### config.mk
export PLATFORM = sky130hd
export DESIGN_NAME = mem_port_arbiter
export DESIGN_NICKNAME = d
export VERILOG_FILES = /design/src/rtl/mips_mem_pkg.sv /design/src/rtl/mem_port_arbiter.sv
export SDC_FILE = /design/constraint.sdc
export NUM_CORES = 1
export LEC_CHECK = 0
export CORE_MARGIN = 1.5
export CORE_UTILIZATION = 40
export DETAILED_ROUTE_END_ITERATION = 8
export GPL_TIMING_DRIVEN = 1
export PLACE_DENSITY = 0.82
export SYNTH_ARGS = -nofsm -noshare
export SYNTH_HDL_FRONTEND = slang
export SYNTH_SLANG_ARGS = --single-unit
export TNS_END_PERCENT = 50
### constraint.sdc
create_clock -name clk -period 2.1 [get_ports clk]
set_input_delay 0.42 -clock clk [delete_from_list [all_inputs] [get_ports clk]]
set_output_delay 0.42 -clock clk [all_outputs]
set_load 0.1 [all_outputs]
### src/rtl/mips_mem_pkg.sv
// rtl/mips_mem_pkg.sv - shared types for the unified memory port arbiter
// Purpose: FSM state encoding and grant-select encoding used by mem_port_arbiter.
// Contents: state_e (IDLE, ISSUE, WAIT, RESP), gnt_e (GNT_IF, GNT_DM).
package mips_mem_pkg;

  typedef enum logic [1:0] {
    IDLE  = 2'd0,
    ISSUE = 2'd1,
    WAIT  = 2'd2,
    RESP  = 2'd3
  } state_e;

  typedef enum logic {
    GNT_IF = 1'b0,
    GNT_DM = 1'b1
  } gnt_e;

endpackage

### src/rtl/mem_port_arbiter.sv
// rtl/mem_port_arbiter.sv - IF/DM arbiter in front of a single-port fixed-latency memory
// Purpose: picks one of the instruction-fetch or data requesters, sequences the
//   access through the memory, captures read data and pulses the winner's ack.
// Ports:
//   clk, rst                      clock, synchronous active-high reset
//   if_req/if_addr                instruction read request (held until if_ack)
//   if_ack/if_rdata               one-cycle completion pulse, registered read data
//   dm_req/dm_we/dm_addr/dm_wdata data request (held until dm_ack)
//   dm_ack/dm_rdata               one-cycle completion pulse, registered read data
//   mem_en/mem_we/mem_addr/mem_wdata  one-cycle memory strobe and its qualifiers
//   mem_rdata                     memory read data, valid MEM_LAT cycles after mem_en
//   stall                         pipeline stall while any request is outstanding
module mem_port_arbiter
  import mips_mem_pkg::*;
#(
  parameter int ADDR_W     = 32,
  parameter int DATA_W     = 32,
  parameter int MEM_LAT    = 2,
  parameter int STARVE_MAX = 4
) (
  input  logic              clk,
  input  logic              rst,
  input  logic              if_req,
  input  logic [ADDR_W-1:0] if_addr,
  output logic              if_ack,
  output logic [DATA_W-1:0] if_rdata,
  input  logic              dm_req,
  input  logic              dm_we,
  input  logic [ADDR_W-1:0] dm_addr,
  input  logic [DATA_W-1:0] dm_wdata,
  output logic              dm_ack,
  output logic [DATA_W-1:0] dm_rdata,
  output logic              mem_en,
  output logic              mem_we,
  output logic [ADDR_W-1:0] mem_addr,
  output logic [DATA_W-1:0] mem_wdata,
  input  logic [DATA_W-1:0] mem_rdata,
  output logic              stall
);

  localparam int CNT_W = (MEM_LAT > 1) ? $clog2(MEM_LAT) : 1;
  localparam int STV_W = $clog2(STARVE_MAX + 1);
  localparam logic [CNT_W-1:0] CNT_LAST = CNT_W'(MEM_LAT - 1);
  localparam logic [STV_W-1:0] STV_MAX  = STV_W'(STARVE_MAX);

  state_e              state_q;
  gnt_e                sel_q;
  logic                we_q;
  logic [CNT_W-1:0]    cnt_q;
  logic [STV_W-1:0]    starve_q;
  logic                if_ack_q, dm_ack_q;
  logic [DATA_W-1:0]   if_rdata_q, dm_rdata_q;
  logic                mem_en_q, mem_we_q;
  logic [ADDR_W-1:0]   mem_addr_q;
  logic [DATA_W-1:0]   mem_wdata_q;

  // DM has priority unless IF has been passed over STARVE_MAX times in a row.
  logic dm_wins_d;
  assign dm_wins_d = dm_req & ~(if_req & (starve_q == STV_MAX));

  always_ff @(posedge clk) begin
    if (rst) begin
      state_q     <= IDLE;
      sel_q       <= GNT_IF;
      we_q        <= 1'b0;
      cnt_q       <= '0;
      starve_q    <= '0;
      if_ack_q    <= 1'b0;
      dm_ack_q    <= 1'b0;
      if_rdata_q  <= '0;
      dm_rdata_q  <= '0;
      mem_en_q    <= 1'b0;
      mem_we_q    <= 1'b0;
      mem_addr_q  <= '0;
      mem_wdata_q <= '0;
    end else begin
      // Strobes and memory qualifiers are single-cycle; they default low/zero.
      if_ack_q    <= 1'b0;
      dm_ack_q    <= 1'b0;
      mem_en_q    <= 1'b0;
      mem_we_q    <= 1'b0;
      mem_addr_q  <= '0;
      mem_wdata_q <= '0;
      case (state_q)
        IDLE: begin
          if (if_req || dm_req) begin
            // The memory qualifiers double as the latched address/data and
            // are presented during ISSUE.
            mem_en_q <= 1'b1;
            state_q  <= ISSUE;
            if (dm_wins_d) begin
              sel_q       <= GNT_DM;
              we_q        <= dm_we;
              mem_we_q    <= dm_we;
              mem_addr_q  <= dm_addr;
              mem_wdata_q <= dm_wdata;
              if (if_req && (starve_q != STV_MAX)) starve_q <= starve_q + STV_W'(1);
            end else begin
              sel_q      <= GNT_IF;
              we_q       <= 1'b0;
              mem_addr_q <= if_addr;
              starve_q   <= '0;
            end
          end
        end
        ISSUE: begin
          cnt_q   <= '0;
          state_q <= WAIT;
        end
        WAIT: begin
          cnt_q <= cnt_q + CNT_W'(1);
          if (cnt_q == CNT_LAST) begin
            if (!we_q) begin
              if (sel_q == GNT_DM) dm_rdata_q <= mem_rdata;
              else                 if_rdata_q <= mem_rdata;
            end
            if (sel_q == GNT_DM) dm_ack_q <= 1'b1;
            else                 if_ack_q <= 1'b1;
            state_q <= RESP;
          end
        end
        RESP: begin
          // Requester drops or re-presents its req after the ack; IDLE resamples.
          state_q <= IDLE;
        end
        default: state_q <= IDLE;
      endcase
    end
  end

  assign if_ack    = if_ack_q;
  assign dm_ack    = dm_ack_q;
  assign if_rdata  = if_rdata_q;
  assign dm_rdata  = dm_rdata_q;
  assign mem_en    = mem_en_q;
  assign mem_we    = mem_we_q;
  assign mem_addr  = mem_addr_q;
  assign mem_wdata = mem_wdata_q;
  assign stall     = (if_req & ~if_ack_q) | (dm_req & ~dm_ack_q);

endmodule

==> results.py, run 1 <==
metrics = {
    "cts": {
        "clk_path_buf_depth": 2,
        "ctsHoldBuffers": 0,
        "cts-resized-gates": 0,
        "clkTransAtPathRegs_ns": 0.06,
        "cts_root_buffer": "clkbuf_16",
        "cts_tree": "yes",
        "post_cts.repair.setup_buffers": 0,
        "cts.sinks": 140,
        "insertion_delay_ns": 0.42,
        "numCtsBuffers": 17,
        "htreeDepth": 4,
    },
    "sta": {
        "fin_ws_ns": 0.110,
        "period_needed_ns": 1.99,
        "finalCritPeriodShare_pct": 94.8,
        "fmax_mhz": 503,
        "tns_ns": 0,
        "rsz0062_at_grt": "no",
        "hold_viol": 0,
        "setup_viol_count_final": 0,
        "maxSlewViolCount": 0,
        "slew_headroom_pct": 67.6,
        "fin_worst_skew_ns": 0.00424,
        "tightest_slew_ns": 0.484,
    },
    "setup_path": {
        "max_stage_delay_ns": 0.63,
        "cp-startpoint": "if_req",
        "crit_path_max_fanout": 7,
        "cp_num_cells": 4,
        "r2r_cells": 6,
        "critPathCaptureType": "primary output",
        "worst_path_max_delay_cell": "clkdlybuf4s50_1",
        "crit_end": "stall",
        "critPathKind": "in2out",
        "rrSetupSlack_ns": 0.31,
        "arrival_ns": 1.57,
        "start_kind": "input pin",
        "worstReg2RegStart": "state_q[0]$_SDFFE_PP0P_",
        "cp_num_buf_inv": 3,
        "crit_required_ns": 1.68,
        "r2r-end": "dm_rdata[3]$_SDFFE_PP0P_",
        "cp_cell_sequence": "clkdlybuf4s50_1, inv_1, o22ai_2, buf_12",
        "crit_family": "buffers and inverters",
    },
    "floorplan": {
        "die_w_um": 114,
        "die_h_um": 114,
        "io_pins": 266,
        "die-area_um2": 13000,
        "placeableCoreArea_um2": 12000,
        "start_util_pct": 41.2,
        "rows": 40,
    },
    "drt": {
        "drtIter0Drc": 256,
        "ant_nets": 0,
        "wl_per_cell_um": 15.6,
        "drc_errors": 0,
        "topRoutingLayerUsed": "met4",
        "wl_um": 15100,
        "routed-via-count": 4785,
        "wl_met3_um": 1330,
        "met1Wirelength_um": 5610,
        "via_per_inst": 4.93,
        "firstDrtPassIters": 4,
        "wl_met2_um": 7810,
    },
    "synthesis": {
        "synthesis.nets": 693,
        "ys_ff_latch": 140,
        "synth_xor_area_share_pct": 0,
        "synthArstFlopShare_pct": 0,
        "synth_area_um2": 4940,
        "synth_simple_gate_area_share_pct": 20.5,
        "yosysSeqAreaShare_pct": 56.7,
        "synth_top_family_by_area": "simple AND/OR/NAND/NOR gates",
        "synth_flop_cell": "dfxtp_1",
        "synth_compound_area_share_pct": 16.0,
        "synth-adder-area-share_pct": 1.27,
        "muxShareOfSynthArea_pct": 0.430,
        "ys_warn_count": 0,
        "synth_edf_count": 0,
        "synthCells": 555,
        "syn_avg_cell_area_um2": 8.91,
        "synth_cell_types": 36,
    },
    "place": {
        "portBuffers": 265,
        "place_area_um2": 7380,
        "dp_cells": 938,
        "pre_cts_ws_ns": 0.131,
        "gp_congestion": 0.750,
        "dp_hpwl_um": 10800,
    },
    "power_and_ir_drop": {
        "peakVddDrop_mv": 0.582,
        "p_leak_uw": 0.00329,
        "cellPowerDensity_nw_per_um2": 1100,
        "fin_total_pwr_uw": 8860,
    },
    "grt": {
        "grt_use_total_pct": 22.9,
        "grt_pass1_vias": 4654,
        "grt_pass1_wl_um": 23100,
        "grt_max_degree": 36,
        "grt.overflow.total": 0,
        "antenna_found_initial": 1,
    },
    "outcome": {
        "status": "finished, final reports clean",
    },
    "final_layout": {
        "fin_cells": 971,
        "layout.nets": 948,
        "layout_common_cells": "buf_4, dfxtp_1, nand2_1",
        "drive_above_1_share_pct": 22.6,
        "final_common_cell": "buf_4",
        "final_cell_area_um2": 8060,
        "n_fill_cell": 935,
        "area_growth_pct": 63.0,
    },
    "run": {
        "cap_violations": 0,
    },
    "worst_hold_path": {
        "hp-class": "in2reg",
    },
}
-- cells by family after synthesis --
| family | after synthesis |
|---|---|
| AND/OR/NAND/NOR | 219 |
| flip-flops | 140 |
| AO/OA/AOI/OAI | 139 |
| buffers and inverters | 50 |
| adder cells (fa/ha/maj) | 5 |
| multiplexers | 2 |
-- final cells by class --
class,count,area [µm²],area share [%]
multi-input combinational,365,1900,23.5
clock buffer,18,439,5.45
inverter,8,30.0,0.373
clock inverter,14,243,3.01
sequential,140,2800,34.8
tap,147,184,2.28
antenna,1,2.50,0.0310
timing repair buffer,278,2460,30.5
-- through the flow --
| step | hold slack [ns] | util, % |
|---|---|---|
| 4_1_cts | 0.302 | 67.1 |
| 3_5_place_dp | 0.450 | 61.4 |
| 3_3_place_gp | 0.443 | 61.4 |
| 6_report | 0.322 | 67.1 |
| 5_1_grt | 0.318 | 67.1 |
| 2_1_floorplan | 0.453 | - |
-- worst min-delay path by stage --
stage / to / depth (start not counted) / slack [ns] / startpoint
CTS: cnt_q$_SDFFE_PP0P_ / 2 / 0.30 / rst
global placement: dm_rdata[28]$_SDFFE_PP0P_ / 2 / 0.44 / dm_rdata[28]$_SDFFE_PP0P_
global route: cnt_q$_SDFFE_PP0P_ / 2 / 0.32 / rst
detailed placement: dm_rdata[17]$_SDFFE_PP0P_ / 2 / 0.45 / dm_rdata[17]$_SDFFE_PP0P_
finish: cnt_q$_SDFFE_PP0P_ / 2 / 0.32 / rst
floorplan: starve_q[1]$_SDFFE_PP0P_ / 2 / 0.45 / starve_q[1]$_SDFFE_PP0P_
-- power by group --
part	leakage, µW	internal [µW]	switching [µW]
Clock	0.000322	2260	1140
Combinational	0.00183	721	1780
Sequential	0.00114	2880	86.2
-- cell usage after synthesis (2+ instances only) --
| cell | instances | area (µm²) |
|---|---|---|
| a211oi_1 | 2 | 15.0 |
| a21boi_0 | 15 | 113 |
| a21boi_1 | 17 | 128 |
| a21oi_1 | 67 | 335 |
| and2_1 | 33 | 206 |
| buf_2 | 15 | 75.1 |
| buf_4 | 4 | 30.0 |
| buf_6 | 4 | 45.0 |
| clkbuf_1 | 19 | 71.3 |
| dfxtp_1 | 140 | 2800 |
| ha_1 | 5 | 62.6 |
| inv_1 | 8 | 30.0 |
| nand2_1 | 136 | 510 |
| nand3_1 | 32 | 160 |
| nand4_1 | 2 | 12.5 |
| nand4b_1 | 2 | 17.5 |
| nor2_1 | 3 | 11.3 |
| o21ai_0 | 33 | 165 |
-- sequential cells by signal, summed over array words and instances (netlist names) --
register / count
if_rdata: 32
if_ack: 1
cnt_q: 1
mem_en: 1
mem_addr: 32
we_q: 1
mem_we: 1
dm_ack: 1
starve_q: 3
sel_q: 1
mem_wdata: 32
dm_rdata: 32
state_q: 2
-- per-layer routing --
layer,vias to the layer above,global-route usage (%)
met5,-,0
met4,0,10.4
met3,28,8.05
met2,201,41.8
met1,2207,23.4
li1,2349,-
(Power assumes the default switching activity.)
==> run 2, diff against run 1 <==
--- a/config.mk
+++ b/config.mk
@@ -8,7 +8,7 @@
 export CORE_MARGIN = 1.5
 export CORE_UTILIZATION = 40
 export DETAILED_ROUTE_END_ITERATION = 8
-export GPL_TIMING_DRIVEN = 1
+export GPL_TIMING_DRIVEN = 0
 export PLACE_DENSITY = 0.82
 export SYNTH_ARGS = -nofsm -noshare
 export SYNTH_HDL_FRONTEND = slang
==> results.py, run 2 (same netlist as run 1, synthesis figures left out) <==
metrics = {
    "outcome": {
        "status": "finished, final reports clean",
    },
    "grt": {
        "antenna_found_initial": 0,
        "grt_max_degree": 17,
        "grt.overflow.total": 0,
        "grt_use_total_pct": 25.3,
        "grt_pass1_vias": 5118,
        "grt_pass1_wl_um": 25300,
    },
    "final_layout": {
        "final_cell_area_um2": 8180,
        "n_fill_cell": 999,
        "seqCellArea_um2": 2800,
        "area_growth_pct": 65.4,
        "layout.nets": 976,
        "layout_common_cells": "dfxtp_1, nand2_1, clkdlybuf4s50_1",
        "n_antenna_cell": 0,
        "multi_input_area_um2": 1900,
        "drive_above_1_share_pct": 7.18,
        "final_common_cell": "dfxtp_1",
        "fin_util_pct": 68.1,
    },
    "place": {
        "gp_congestion": 0.787,
        "place_area_um2": 7780,
        "portBuffers": 264,
        "dp_hpwl_um": 12400,
    },
    "power_and_ir_drop": {
        "cellPowerDensity_nw_per_um2": 1000,
        "peakVddDrop_mv": 0.553,
        "comb_power_share_pct": 29.8,
        "p_switching_uw": 2950,
        "p_leak_uw": 0.00360,
        "seqPwrFrac_pct": 35.9,
        "switching_share_pct": 35.9,
        "p_int_uw": 5270,
        "power_frac_clock_pct": 34.3,
    },
    "drt": {
        "ant_nets": 0,
        "wl_um": 16200,
        "drtIter0Drc": 211,
        "firstDrtPassIters": 5,
        "drc_errors": 0,
        "via_per_inst": 4.96,
        "wl_per_cell_um": 16.3,
        "routed-via-count": 4939,
    },
    "sta": {
        "period_needed_ns": 2.06,
        "maxSlewViolCount": 0,
        "fin_worst_skew_ns": 0.00587,
        "slew_headroom_pct": 32.2,
        "rsz0062_at_grt": "no",
        "finalCritPeriodShare_pct": 98.0,
        "hold_viol": 0,
        "tightest_slew_ns": 1.02,
        "fmax_mhz": 486,
        "setup_viol_count_final": 0,
    },
    "cts": {
        "cts.sinks": 140,
        "insertion_delay_ns": 0.42,
        "htreeDepth": 4,
        "cts_root_buffer": "clkbuf_16",
        "ctsHoldBuffers": 0,
        "clk_path_buf_depth": 2,
        "clkTransAtPathRegs_ns": 0.06,
        "numCtsBuffers": 17,
        "cts_tree": "yes",
    },
    "floorplan": {
        "placeableCoreArea_um2": 12000,
        "start_util_pct": 41.2,
        "die_w_um": 114,
        "rows": 40,
        "die_h_um": 114,
        "io_pins": 266,
        "die-area_um2": 13000,
    },
    "setup_path": {
        "arrival_ns": 1.64,
        "start_kind": "register",
        "max_stage_delay_ns": 0.88,
        "cp_cell_sequence": "dlygate4sd2_1",
        "critPathCaptureType": "primary output",
        "crit_family": "buffers and inverters",
        "cp_num_buf_inv": 1,
        "worst_path_max_delay_cell": "dlygate4sd2_1",
        "critPathKind": "reg2out",
        "crit_required_ns": 1.68,
        "crit_path_max_fanout": 2,
    },
    "run": {
        "cap_violations": 0,
    },
    "worst_hold_path": {
        "hp-class": "reg2reg",
    },
}
run 2: cell types whose count changed in the layout (fill, tap and decap cells not counted), sizes merged:
| cell | delta |
|---|---|
| clkinv | -1 |
| dlygate4sd2 | +125 |
| inv | -1 |
| diode | -1 |
| bufinv | -5 |
| clkdlybuf4s15 | +7 |
| buf | -122 |
| clkbuf | +23 |
run 2: routing by layer:
| metal | up-vias | wire (µm) | track usage, % |
|---|---|---|---|
| met5 | - | 0 | 0 |
| met4 | 0 | 541 | 11.8 |
| met3 | 47 | 1610 | 11.0 |
| met2 | 223 | 8260 | 46.4 |
| met1 | 2263 | 5810 | 24.4 |
| li1 | 2406 | - | - |
run 2: layout make-up:
type / instances / area share, %
plain buffers: 41 / 2.66
clock buffers: 23 / 5.97
clock inverters: 7 / 0.795
inverters: 8 / 0.413
multi-input cells: 365 / 23.2
flip-flops and latches: 140 / 34.3
well taps: 147 / 2.25
repair buffers: 265 / 30.5
run 2: worst paths after layout:
check                            startpoint                        end  slack (ns)  depth (start not counted)
setup / recovery  dm_rdata[10]$_SDFFE_PP0P_               dm_rdata[10]        0.04                          1
hold / removal     dm_rdata[5]$_SDFFE_PP0P_   dm_rdata[5]$_SDFFE_PP0P_        0.45                          2
setup reg to reg    state_q[0]$_SDFFE_PP0P_  dm_rdata[19]$_SDFFE_PP0P_        0.42                          6
hold reg to reg    dm_rdata[5]$_SDFFE_PP0P_   dm_rdata[5]$_SDFFE_PP0P_        0.45                          2
run 2: power by group through the flow:
| stage | Combinational, µW | Clock (µW) | Sequential (µW) |
|---|---|---|---|
| 2_1_floorplan | 523 | 0 | 4300 |
| 3_3_place_gp | 2520 | 0 | 3000 |
| 3_5_place_dp | 2570 | 0 | 3020 |
| 4_1_cts | 2460 | 2840 | 2950 |
| 5_1_grt | 2560 | 2950 | 2970 |
| 6_report | 2450 | 2810 | 2950 |
run 2: repair_timing:
action | in CTS | in global routing
setup endpoints to repair | 133 | 8
gates resized for setup | 137 | 10
setup buffers | 0 | 1
run 2: metrics by stage:
stage	power, µW	cells	TNS (ns)	setup WS, ns	hold WS, ns
detailed placement	5590	966	-1.02	-1.02	0.449
global placement	5530	966	-0.993	-0.993	0.442
finish	8210	996	0	0.0413	0.449
floorplan	4820	555	0	0.0388	0.453
global route	8490	996	0	0.00184	0.470
CTS	8250	995	-0.136	-0.136	0.453
==> run 3, diff against run 2 <==
--- a/config.mk
+++ b/config.mk
@@ -5,6 +5,7 @@
 export SDC_FILE = /design/constraint.sdc
 export NUM_CORES = 1
 export LEC_CHECK = 0
+export CORE_ASPECT_RATIO = 1.25
 export CORE_MARGIN = 1.5
 export CORE_UTILIZATION = 40
 export DETAILED_ROUTE_END_ITERATION = 8
==> results.py, run 3 (same netlist as run 1, synthesis figures left out) <==
metrics = {
    "setup_path": {
        "critPathCaptureType": "primary output",
        "worst_path_max_delay_cell": "dlygate4sd2_1",
        "max_stage_delay_ns": 0.89,
        "critPathKind": "reg2out",
        "crit_path_max_fanout": 2,
        "arrival_ns": 1.64,
        "crit_family": "buffers and inverters",
        "cp_cell_sequence": "dlygate4sd2_1",
        "cp_num_buf_inv": 1,
        "crit_required_ns": 1.68,
        "start_kind": "register",
    },
    "cts": {
        "cts_tree": "yes",
        "clk_path_buf_depth": 2,
        "ctsHoldBuffers": 0,
        "numCtsBuffers": 17,
        "cts_root_buffer": "clkbuf_16",
        "insertion_delay_ns": 0.41,
        "htreeDepth": 4,
        "cts.sinks": 140,
        "clkTransAtPathRegs_ns": 0.06,
    },
    "grt": {
        "grt_max_degree": 17,
        "grt_pass1_wl_um": 25500,
        "antenna_found_initial": 2,
        "grt.overflow.total": 0,
        "grt_pass1_vias": 4974,
        "grt_use_total_pct": 25.8,
    },
    "sta": {
        "fin_ws_ns": 0.0448,
        "hold_viol": 0,
        "finalCritPeriodShare_pct": 97.9,
        "period_needed_ns": 2.06,
        "setup_viol_count_final": 0,
        "fin_worst_skew_ns": 0.00659,
        "slew_headroom_pct": 31.8,
        "tightest_slew_ns": 1.03,
        "rsz0062_at_grt": "no",
        "maxSlewViolCount": 0,
        "fmax_mhz": 487,
    },
    "floorplan": {
        "die_h_um": 127,
        "placeableCoreArea_um2": 12100,
        "io_pins": 266,
        "rows": 45,
        "start_util_pct": 40.8,
        "die-area_um2": 13000,
        "die_w_um": 102,
    },
    "place": {
        "portBuffers": 264,
        "dp_cells": 983,
        "place_area_um2": 7800,
        "pre_cts_ws_ns": -1.07,
        "gp_congestion": 0.830,
        "dp_hpwl_um": 13000,
    },
    "power_and_ir_drop": {
        "fin_total_pwr_uw": 8630,
        "peakVddDrop_mv": 0.589,
        "p_leak_uw": 0.00366,
        "cellPowerDensity_nw_per_um2": 1040,
    },
    "drt": {
        "routed-via-count": 4922,
        "drtIter0Drc": 164,
        "firstDrtPassIters": 5,
        "wl_um": 16900,
        "drc_errors": 0,
        "wl_per_cell_um": 16.6,
        "via_per_inst": 4.83,
        "ant_nets": 0,
    },
    "final_layout": {
        "fin_util_pct": 68.6,
        "final_cell_area_um2": 8300,
        "n_fill_cell": 1020,
        "drive_above_1_share_pct": 7.86,
        "final_common_cell": "dfxtp_1",
        "area_growth_pct": 67.9,
        "seqCellArea_um2": 2800,
        "layout_common_cells": "dfxtp_1, nand2_1, clkdlybuf4s50_1, dlygate4sd2_1, a21oi_1",
        "layout.nets": 977,
        "fin_cells": 1018,
        "multi_input_area_um2": 1900,
    },
    "run": {
        "cap_violations": 0,
    },
    "outcome": {
        "status": "finished, final reports clean",
    },
    "worst_hold_path": {
        "hp-class": "reg2reg",
    },
}
run 3: cell types whose count changed in the layout (fill, tap and decap cells not counted), moves of 2 or more:
cell and change:
diode_2 +2, clkbuf_8 -2, clkinv_2 -4, clkinvlp_4 +2, dlygate4sd2_1 +5, bufinv_16 +3
clkdlybuf4s15_1 -7, inv_6 +3
run 3: worst paths after layout:
| path | startpoint | endpoint | slack [ns] | cells after the start |
|---|---|---|---|---|
| setup reg to reg | state_q[0]$_SDFFE_PP0P_ | dm_rdata[11]$_SDFFE_PP0P_ | 0.37 | 6 |
| setup / recovery | dm_rdata[27]$_SDFFE_PP0P_ | dm_rdata[27] | 0.04 | 1 |
| hold reg to reg | dm_rdata[8]$_SDFFE_PP0P_ | dm_rdata[8]$_SDFFE_PP0P_ | 0.45 | 2 |
| hold / removal | dm_rdata[8]$_SDFFE_PP0P_ | dm_rdata[8]$_SDFFE_PP0P_ | 0.45 | 2 |
run 3: routing by layer:
| metal | share of wire [%] | global-route usage [%] | vias to the layer above |
|---|---|---|---|
| met1 | 35 | 24.5 | 2284 |
| li1 | - | - | 2410 |
| met2 | 54 | 49.0 | 197 |
| met3 | 8.8 | 9.52 | 31 |
| met5 | 0 | 0 | - |
| met4 | 2.9 | 9.83 | 0 |
run 3: area by class of cell:
class / instances / area share [%]
Multi-Input combinational cell: 365 / 22.8
Tap cell: 164 / 2.47
Timing Repair Buffer: 266 / 30.1
Sequential cell: 140 / 33.8
Antenna cell: 2 / 0.0603
Clock inverter: 12 / 2.23
Buffer: 41 / 2.62
Clock buffer: 20 / 5.50
Inverter: 8 / 0.407
run 3: report_power, final:
part | internal, µW | switching, µW | total [µW]
clock network | 2070 | 1150 | 3210
logic | 665 | 1800 | 2470
registers | 2880 | 76.6 | 2950
total | 5610 | 3020 | 8630
run 3: what timing repair did:
item	4_1_cts	5_1_grt
endpoints found under the setup margin	133	2
gates resized for setup	142	4
setup buffers	0	2
run 3: metrics by stage:
stage | setup TNS [ns] | hold WS (ns)
3_5_place_dp | -1.07 | 0.448
6_report | 0 | 0.449
3_3_place_gp | -1.07 | 0.442
5_1_grt | 0 | 0.473
2_1_floorplan | 0 | 0.453
4_1_cts | -0.175 | 0.452
